[config.mk]
export PLATFORM = sky130hd
export DESIGN_NAME = fetch_debug_controller
export DESIGN_NICKNAME = d
export VERILOG_FILES = /design/src/rtl/fetch_debug_controller.sv
export SDC_FILE = /design/constraint.sdc
export NUM_CORES = 1
export LEC_CHECK = 0
export ABC_AREA = 1
export CORE_AREA = 2 2 114 116
export CTS_BUF_LIST = sky130_fd_sc_hd__clkbuf_8
export DETAILED_ROUTE_END_ITERATION = 12
export DIE_AREA = 0 0 116 118
export PLACE_DENSITY = 0.76
export SYNTH_ARGS = -nofsm -noshare
export SYNTH_HDL_FRONTEND = slang
export SYNTH_SLANG_ARGS = --single-unit
export TNS_END_PERCENT = 20
[constraint.sdc]
create_clock -name clk -period 1.83 [get_ports clk]
set_clock_uncertainty 0.15 [all_clocks]
set_input_delay 0.366 -clock clk [delete_from_list [all_inputs] [get_ports clk]]
set_output_delay 0.366 -clock clk [all_outputs]
set_load 0.01 [all_outputs]
[src/rtl/fetch_debug_controller.sv]
// Debug/loader controller for the instruction-fetch stage.
// A host talks to it over a byte link: 'L' loads words into instruction RAM,
// 'C' runs the pipeline until HALT retires, and 'S' enters single-step mode,
// where 'N' steps one cycle and 'E' leaves. After a halt or a step the PC is
// sent back MSB first. A completed load is acknowledged with 'K'.
// Ports:
//   clk, reset            clock, synchronous active-low reset
//   in_rx_data/in_rx_done received byte and its one-cycle valid pulse
//   in_tx_done            transmitter finished the current byte
//   in_halt_detected      pipeline has retired HALT (level)
//   in_pc                 current PC from the fetch stage
//   out_pipeline_enable   fetch/pipeline advance enable
//   out_mem_we/addr/data  instruction RAM write port
//   out_tx_start/data     one-cycle start pulse and byte to transmit
module fetch_debug_controller #(
   parameter int unsigned    len        = 32,
   parameter int unsigned    ADDR_WIDTH = 11,
   parameter int unsigned    RAM_DEPTH  = 2048,
   parameter logic [len-1:0] HALT_WORD  = {len{1'b1}}
) (
   input  logic                  clk,
   input  logic                  reset,
   input  logic [7:0]            in_rx_data,
   input  logic                  in_rx_done,
   input  logic                  in_tx_done,
   input  logic                  in_halt_detected,
   input  logic [len-1:0]        in_pc,
   output logic                  out_pipeline_enable,
   output logic                  out_mem_we,
   output logic [ADDR_WIDTH-1:0] out_mem_addr,
   output logic [len-1:0]        out_mem_data,
   output logic                  out_tx_start,
   output logic [7:0]            out_tx_data
);

   localparam int unsigned           BYTES     = len / 8;
   localparam int unsigned           CNT_W     = (BYTES > 1) ? $clog2(BYTES) : 1;
   localparam logic [CNT_W-1:0]      LAST_BYTE = CNT_W'(BYTES - 1);
   localparam logic [ADDR_WIDTH-1:0] LAST_ADDR = ADDR_WIDTH'(RAM_DEPTH - 1);

   localparam logic [7:0] CMD_LOAD = 8'h4C;
   localparam logic [7:0] CMD_CONT = 8'h43;
   localparam logic [7:0] CMD_STEP = 8'h53;
   localparam logic [7:0] CMD_NEXT = 8'h4E;
   localparam logic [7:0] CMD_END  = 8'h45;
   localparam logic [7:0] ACK_BYTE = 8'h4B;

   typedef enum logic [2:0] {
      IDLE, LOAD, WRITE, RUN, STEP_WAIT, STEP_PULSE, SEND_PC, SEND_ACK
   } state_t;

   state_t                state;
   logic [CNT_W-1:0]      byte_cnt;
   logic [CNT_W-1:0]      tx_idx;
   logic [ADDR_WIDTH-1:0] addr;
   logic [len-1:0]        word;
   logic [len-1:0]        word_next;
   logic [len-1:0]        pc_snap;
   logic [len-1:0]        pc_shifted;
   logic                  from_step;
   logic                  pc_go_c;

   // Bytes arrive MSB first, so each new byte shifts in at the bottom.
   assign word_next  = (word << 8) | len'(in_rx_data);
   // The snapshot is consumed from the top, one byte per transmitted byte.
   assign pc_shifted = pc_snap << 8;

   // Conditions that start a PC report: halt while running, a step that just
   // completed, or an 'N' arriving when the pipeline is already halted.
   always_comb begin
      pc_go_c = 1'b0;
      case (state)
         RUN:        pc_go_c = in_halt_detected;
         STEP_WAIT:  pc_go_c = in_rx_done && (in_rx_data == CMD_NEXT) && in_halt_detected;
         STEP_PULSE: pc_go_c = 1'b1;
         default:    pc_go_c = 1'b0;
      endcase
   end

   // Controller state machine with registered outputs.
   always_ff @(posedge clk) begin
      if (!reset) begin
         state               <= IDLE;
         byte_cnt            <= '0;
         tx_idx              <= '0;
         addr                <= '0;
         word                <= '0;
         pc_snap             <= '0;
         from_step           <= 1'b0;
         out_pipeline_enable <= 1'b0;
         out_mem_we          <= 1'b0;
         out_mem_addr        <= '0;
         out_mem_data        <= '0;
         out_tx_start        <= 1'b0;
         out_tx_data         <= '0;
      end else begin
         out_mem_we   <= 1'b0;
         out_tx_start <= 1'b0;

         case (state)
            IDLE: begin
               if (in_rx_done) begin
                  case (in_rx_data)
                     CMD_LOAD: begin
                        state    <= LOAD;
                        addr     <= '0;
                        byte_cnt <= '0;
                     end
                     CMD_CONT: begin
                        state               <= RUN;
                        out_pipeline_enable <= 1'b1;
                     end
                     CMD_STEP: state <= STEP_WAIT;
                     default: ;
                  endcase
               end
            end

            LOAD: begin
               if (in_rx_done) begin
                  word <= word_next;
                  if (byte_cnt == LAST_BYTE) begin
                     out_mem_we   <= 1'b1;
                     out_mem_addr <= addr;
                     out_mem_data <= word_next;
                     byte_cnt     <= '0;
                     state        <= WRITE;
                  end else begin
                     byte_cnt <= byte_cnt + CNT_W'(1);
                  end
               end
            end

            // Ends on the HALT word (which is itself written) or at the last
            // RAM word, so the address never wraps onto word 0.
            WRITE: begin
               byte_cnt <= '0;
               if ((out_mem_data == HALT_WORD) || (addr == LAST_ADDR)) begin
                  state        <= SEND_ACK;
                  out_tx_start <= 1'b1;
                  out_tx_data  <= ACK_BYTE;
               end else begin
                  addr  <= addr + ADDR_WIDTH'(1);
                  state <= LOAD;
               end
            end

            RUN: begin
               if (in_halt_detected) out_pipeline_enable <= 1'b0;
            end

            STEP_WAIT: begin
               if (in_rx_done) begin
                  case (in_rx_data)
                     CMD_NEXT: begin
                        if (!in_halt_detected) begin
                           state               <= STEP_PULSE;
                           out_pipeline_enable <= 1'b1;
                        end
                     end
                     CMD_END: state <= IDLE;
                     default: ;
                  endcase
               end
            end

            STEP_PULSE: out_pipeline_enable <= 1'b0;

            SEND_PC: begin
               if (in_tx_done) begin
                  if (tx_idx == LAST_BYTE) begin
                     state <= (from_step && !in_halt_detected) ? STEP_WAIT : IDLE;
                  end else begin
                     tx_idx       <= tx_idx + CNT_W'(1);
                     pc_snap      <= pc_shifted;
                     out_tx_data  <= pc_shifted[len-1 -: 8];
                     out_tx_start <= 1'b1;
                  end
               end
            end

            SEND_ACK: begin
               if (in_tx_done) state <= IDLE;
            end

            default: state <= IDLE;
         endcase

         // Entering the PC report: capture the PC and launch its top byte.
         if (pc_go_c) begin
            state        <= SEND_PC;
            pc_snap      <= in_pc;
            tx_idx       <= '0;
            out_tx_data  <= in_pc[len-1 -: 8];
            out_tx_start <= 1'b1;
            from_step    <= (state == STEP_PULSE);
         end
      end
   end

endmodule

Word-level counts from Yosys, hierarchy flattened
Index checks and enable logic that the tools add are counted.

operators by class
  add/sub/neg operators = 3
  multipliers = 0
  divide/modulo/power cells = 0
  order comparisons = 0
  equal/unequal tests = 45
  shift operators = 0
  multiplexer cells = 46
  bitwise logic cells = 3
  reductions and logical operators = 26

operators with widths
  kind                                            number
  2-to-1 mux 24 bit                               4
  == test 8 x 7 -> 1 bit (second input constant)  5
  2-to-1 mux 11 bit                               3
  2-to-1 mux 3 bit                                11
  == test 32 bit (second input constant)          1
  2-to-1 mux 8 bit                                4
  bitwise OR 32 x 8 -> 32 bit                     1
  != test 3 bit (second input constant)           10
  != test 2 bit (second input constant)           13
  case mux 11 bit (2 select lines)                1
  AND reduction 11 bit                            2
  case mux 3 bit (6 select lines)                 1
  case mux 8 bit (2 select lines)                 1
  == test 3 bit (second input constant)           4
  AND reduction 3 bit                             4
  AND reduction 4 bit                             3
  adder 11 x 1 -> 11 bit (second input constant)  1
  == test 11 bit (second input constant)          1
  2-to-1 mux 1 bit                                11
  case mux 3 bit (3 select lines)                 1
  2-to-1 mux 2 bit                                4
  AND reduction 7 bit                             1
  nonzero test 7 bit                              1
  == test 3 x 2 -> 1 bit (second input constant)  2
  other kinds (25)                                33

storage, ports and cells
  register bits = 121
  bits in latches = 0
  RAM bits = 0
  ROM bits = 0
  input port bits = 45
  output and inout bits = 54
  word-level logic and storage cells = 137
  memories = 0

Depth between registers and ports, before layout
  depth in word-level cells = 7
  mapped depth = 13
  mapped depth without buffers = 12

Least setup slack after synthesis
Ideal clock, no wire load.

  path type = in2reg
  start = in in_rx_data[6]
  end = reg out_tx_data[0]
  library setup time = 0.113 ns
  arrival = 1.477 ns
  required time = 1.567 ns
  path slack = 0.090 ns
  cell stages on the path = 12
  buffers on the path = 1
  cells stage by stage = inv_1 -> nor2_1 -> nand2_1 -> nor2_1 -> nand3_2 -> nand2_4 -> clkinv_4 -> nand3_4 -> buf_6 -> nand2_1 -> nand2_1 -> nor2_1

on the way
  cells in the longest elaborated chain, start to end = 6
  elaborated cells between the ends (all ways) = 10
  classes of those cells = 4 x eq/ne; 2 x mux; 4 x reduce/logical

ends and longest elaborated chain
  what                                                                  RTL line  text
  start: declaration                                                    23        input logic [7:0] in_rx_data,
  == test 8 x 7 -> 1 bit *                                              74        STEP_WAIT: pc_go_c = in_rx_done && (in_rx_data == CMD_NEXT) && in_halt_detected;
  logical AND 1 bit * (2 in series)                                     74
  case mux 1 bit (3 select lines) *                                     72        case (state)
  != test 3 bit (no line) / nonzero test 3 bit (equally long branches)  -
  AND reduction 4 bit (no line)                                         -
  end signal: assignment                                                176       out_tx_data <= pc_shifted[len-1 -: 8];
  end signal: assignment                                                194       out_tx_data <= in_pc[len-1 -: 8];
  end: declaration                                                      33        output logic [7:0] out_tx_data

Every way passes the cells marked *; elsewhere a longest branch is shown, timed or not.
A chain may end at the register's enable or synchronous reset.

Final worst setup path
  start = reg state[1]
  end = reg out_tx_data[7]

on the way
  cells in the longest elaborated chain, start to end = 4
  elaborated cells between the ends (all ways) = 13
  classes of those cells = 8 x eq/ne; 3 x mux; 2 x reduce/logical

ends and longest elaborated chain
  what                                                                  RTL line  text
  start: declaration                                                    52        state_t state;
  start signal: assignment                                              172       state <= (from_step && !in_halt_detected) ? STEP_WAIT : IDLE;
  == test 3 bit / == test 3 x 2 -> 1 bit (equally long branches)        72
  case mux 1 bit (3 select lines)                                       72
  != test 3 bit (no line) / nonzero test 3 bit (equally long branches)  -
  AND reduction 4 bit (no line)                                         -

Parallel ways exist; a longest one is shown, timed or not.

==> impl_metrics.json <==
{
  "overflow": 0,
  "setup_viol": 0,
  "path_delay_family": "simple AND/OR/NAND/NOR gates",
  "slowest_stage": "dfxtp_4",
  "path_max_fanout": 6,
  "ys_types": 34,
  "min_period_ns": 1.818,
  "route.vias.total": 5650,
  "htree_levels": 4,
  "yosys-top-cells-count": "nand2_1 (241), nor2_1 (124), dfxtp_1 (121)",
  "p_leak_nw": 3.583,
  "max_cap_viol_count": 0,
  "crit_required_ns": 2.07,
  "critPathKind": "flop to flop",
  "antennaDiodeCount": 0,
  "post-place-ws_ns": -0.4980,
  "cts.sinks": 121,
  "fmax_ghz": 0.5502,
  "timing.final.crit_share": 0.9932,
  "power_mw": 6.491,
  "core_sq_um": 12410,
  "syn-instance-count": 795,
  "hold_slack_ns": 0.08418,
  "ys_ff_latch": 121,
  "postLayoutSetupSlackWorst_ns": 0.01247,
  "globalplace.congestion": 0.8745,
  "syn_area_sq_um": 5458,
  "io_buffers": 98,
  "die_h_um": 118,
  "ir_drop_mv": 0.3959,
  "nNetsFinal": 1008,
  "die-area_sq_um": 13690,
  "p_per_area_nw_per_um2": 842.2,
  "antenna_found_initial": 0,
  "maxSlewHeadroom": 0.7431,
  "synth_ff_type": "dfxtp_1",
  "clock_latency_ns": 0.45,
  "synthArstFlopShare": 0,
  "tightest_slew_ns": 0.3853,
  "yosys.area.top_type_share": 0.4438,
  "critical-path-max-stage-delay_ns": 0.39,
  "yosysTopAreaCell": "dfxtp_1",
  "antenna_left": 0,
  "wl_per_cell_um": 12.88,
  "yosysWarnings": 0,
  "synth.area.top_cells": "dfxtp_1 (44%), nand2_1 (17%), nor2_1 (8.5%), o21ai_0 (5.4%), a21oi_1 (4.5%)",
  "crit_buf_inv": 4,
  "grt.total_usage": 0.2199,
  "numCtsBuffers": 17,
  "drv_slew": 0,
  "holdCritPathClass": "input port to flop",
  "synthToLayoutAreaGrowth_pct": 41.22,
  "first_pass_iters": 5,
  "clock_path_buffers": 2,
  "dp_hpwl_mm": 10.28,
  "path_clk_slew_ns": 0.07,
  "final_hold_viol_count": 0,
  "vias_per_cell": 4.934,
  "worstSetupEndpointType": "flop",
  "status": "finished clean",
  "ys_seq_area_frac": 0.4438,
  "rows": 41,
  "critPathArrivalTime_ns": 2.06,
  "grt_max_degree": 44,
  "synth.net_count": 843,
  "start_util": 0.4396,
  "synthMostInstantiatedCell": "nand2_1",
  "crit_chain": "nand2_2 -> inv_2 -> nand2_4 -> nor2_4 -> inv_2 -> nor2_4 -> clkinvlp_4 -> buf_4 -> nand4_1 -> nand2_1 -> nor2_1",
  "setup_tns_ns": 0,
  "layout-drive-gt1-share": 0.1963,
  "first_global_vias": 5362,
  "grt_first_pass_wirelength_mm": 24.21,
  "rsz0062_at_grt": "true",
  "postSynthAreaPerCell_sq_um": 6.865,
  "drtIter0Drc": 420,
  "synth-edff-count": 0,
  "fillers": 1090,
  "drt_wl_total_mm": 14.75,
  "cts_tree": "done",
  "die_w_um": 116,
  "cts_root_buffer": "clkbuf_8",
  "drc_errors": 0,
  "startpoint_type": "flop",
  "io_pins": 99
}
[cells by family after synthesis]
logic type,after synthesis,share of synthesized area
AND/OR/NAND/NOR,451,0.3455
AO/OA/AOI/OAI,126,0.1227
flip-flops,121,0.4438
buffers and inverters,90,0.07473
XOR/XNOR,4,0.006420
adder cells (fa/ha/maj),3,0.006878
[worst min-delay path: stages]
cell	delay, ns
dlymetal6s2s_1	0.09
inv_2	0.07
a21oi_1	0.11
[cell usage in the layout, fill, tap and decap left out, drive strengths merged]
| cell type | n |
|---|---|
| nand2 | 246 |
| nor2 | 132 |
| dfxtp | 121 |
| buf | 81 |
| o21ai | 59 |
| inv | 55 |
| nand3 | 52 |
| dlygate4sd2 | 51 |
| a21oi | 49 |
| clkdlybuf4s50 | 38 |
| clkbuf | 20 |
| a31oi | 17 |
| dlymetal6s2s | 8 |
| nand4 | 7 |
| nor3 | 6 |
| clkinv | 6 |
| clkinvlp | 4 |
| or2 | 4 |
| and2 | 4 |
| xor2 | 3 |
| ha | 3 |
| bufinv | 3 |
| nand3b | 1 |
| xnor2 | 1 |
| nor4 | 1 |
| o211ai | 1 |
[what timing repair did]
item / CTS / global route
buffers inserted: 1 / 11
hold buffers: 0 / 0
resized for setup: 57 / 71
cloned: 1 / 2
pin swaps: 2 / 20
setup endpoints to repair: 76 / 56
[power breakdown]
group          switching, mW  leakage (nW)  total (mW)  internal [mW]
Combinational          0.570          2.39        1.02          0.448
Sequential             0.127         0.985        2.93           2.81
Clock                   1.10         0.212        2.54           1.45
[registers in the layout, indices dropped and copies added, names as in the netlist]
register and cells:
out_mem_data 32, pc_snap 24, word 24, addr 11, out_mem_addr 11, out_tx_data 8, state 3, byte_cnt 2
tx_idx 2, from_step 1, out_mem_we 1, out_pipeline_enable 1, out_tx_start 1
[cell type report]
type | instances | area [sq um] | share of cell area
sequential | 121 | 2451 | 0.3180
timing repair buffer | 178 | 1615 | 0.2096
clock inverter | 12 | 148.9 | 0.01932
multi-input combinational | 586 | 2778 | 0.3604
inverter | 56 | 224.0 | 0.02906
clock buffer | 20 | 275.3 | 0.03571
tap | 172 | 215.2 | 0.02792
[worst paths after layout]
check	startpoint	end	slack, ns	cells after the start
worst min register to register	pc_snap[1]	pc_snap[1]	0.31	2
worst max register to register	state[1]	out_tx_data[7]	0.01	11
worst max-delay path	state[1]	out_tx_data[7]	0.01	11
worst min-delay path	in_rx_data[6]	out_mem_data[6]	0.08	3
[metal layers]
metal	wire, um	vias up	GRT usage
li1	-	2889	-
met1	6514	2568	0.2760
met2	7059	159	0.3531
met3	807	34	0.06952
met4	366	0	0.07887
met5	0	-	0
[stage by stage]
stage          utilization  cells  cell area [sq um]
3_5_place_dp        0.5656   1098               7022
6_report            0.6208   1145               7707
3_3_place_gp        0.5656   1098               7022
2_1_floorplan            -    795               5458
4_1_cts             0.5968   1132               7408
5_1_grt             0.6208   1145               7707
Note: power is estimated with default switching activity, not from simulation.
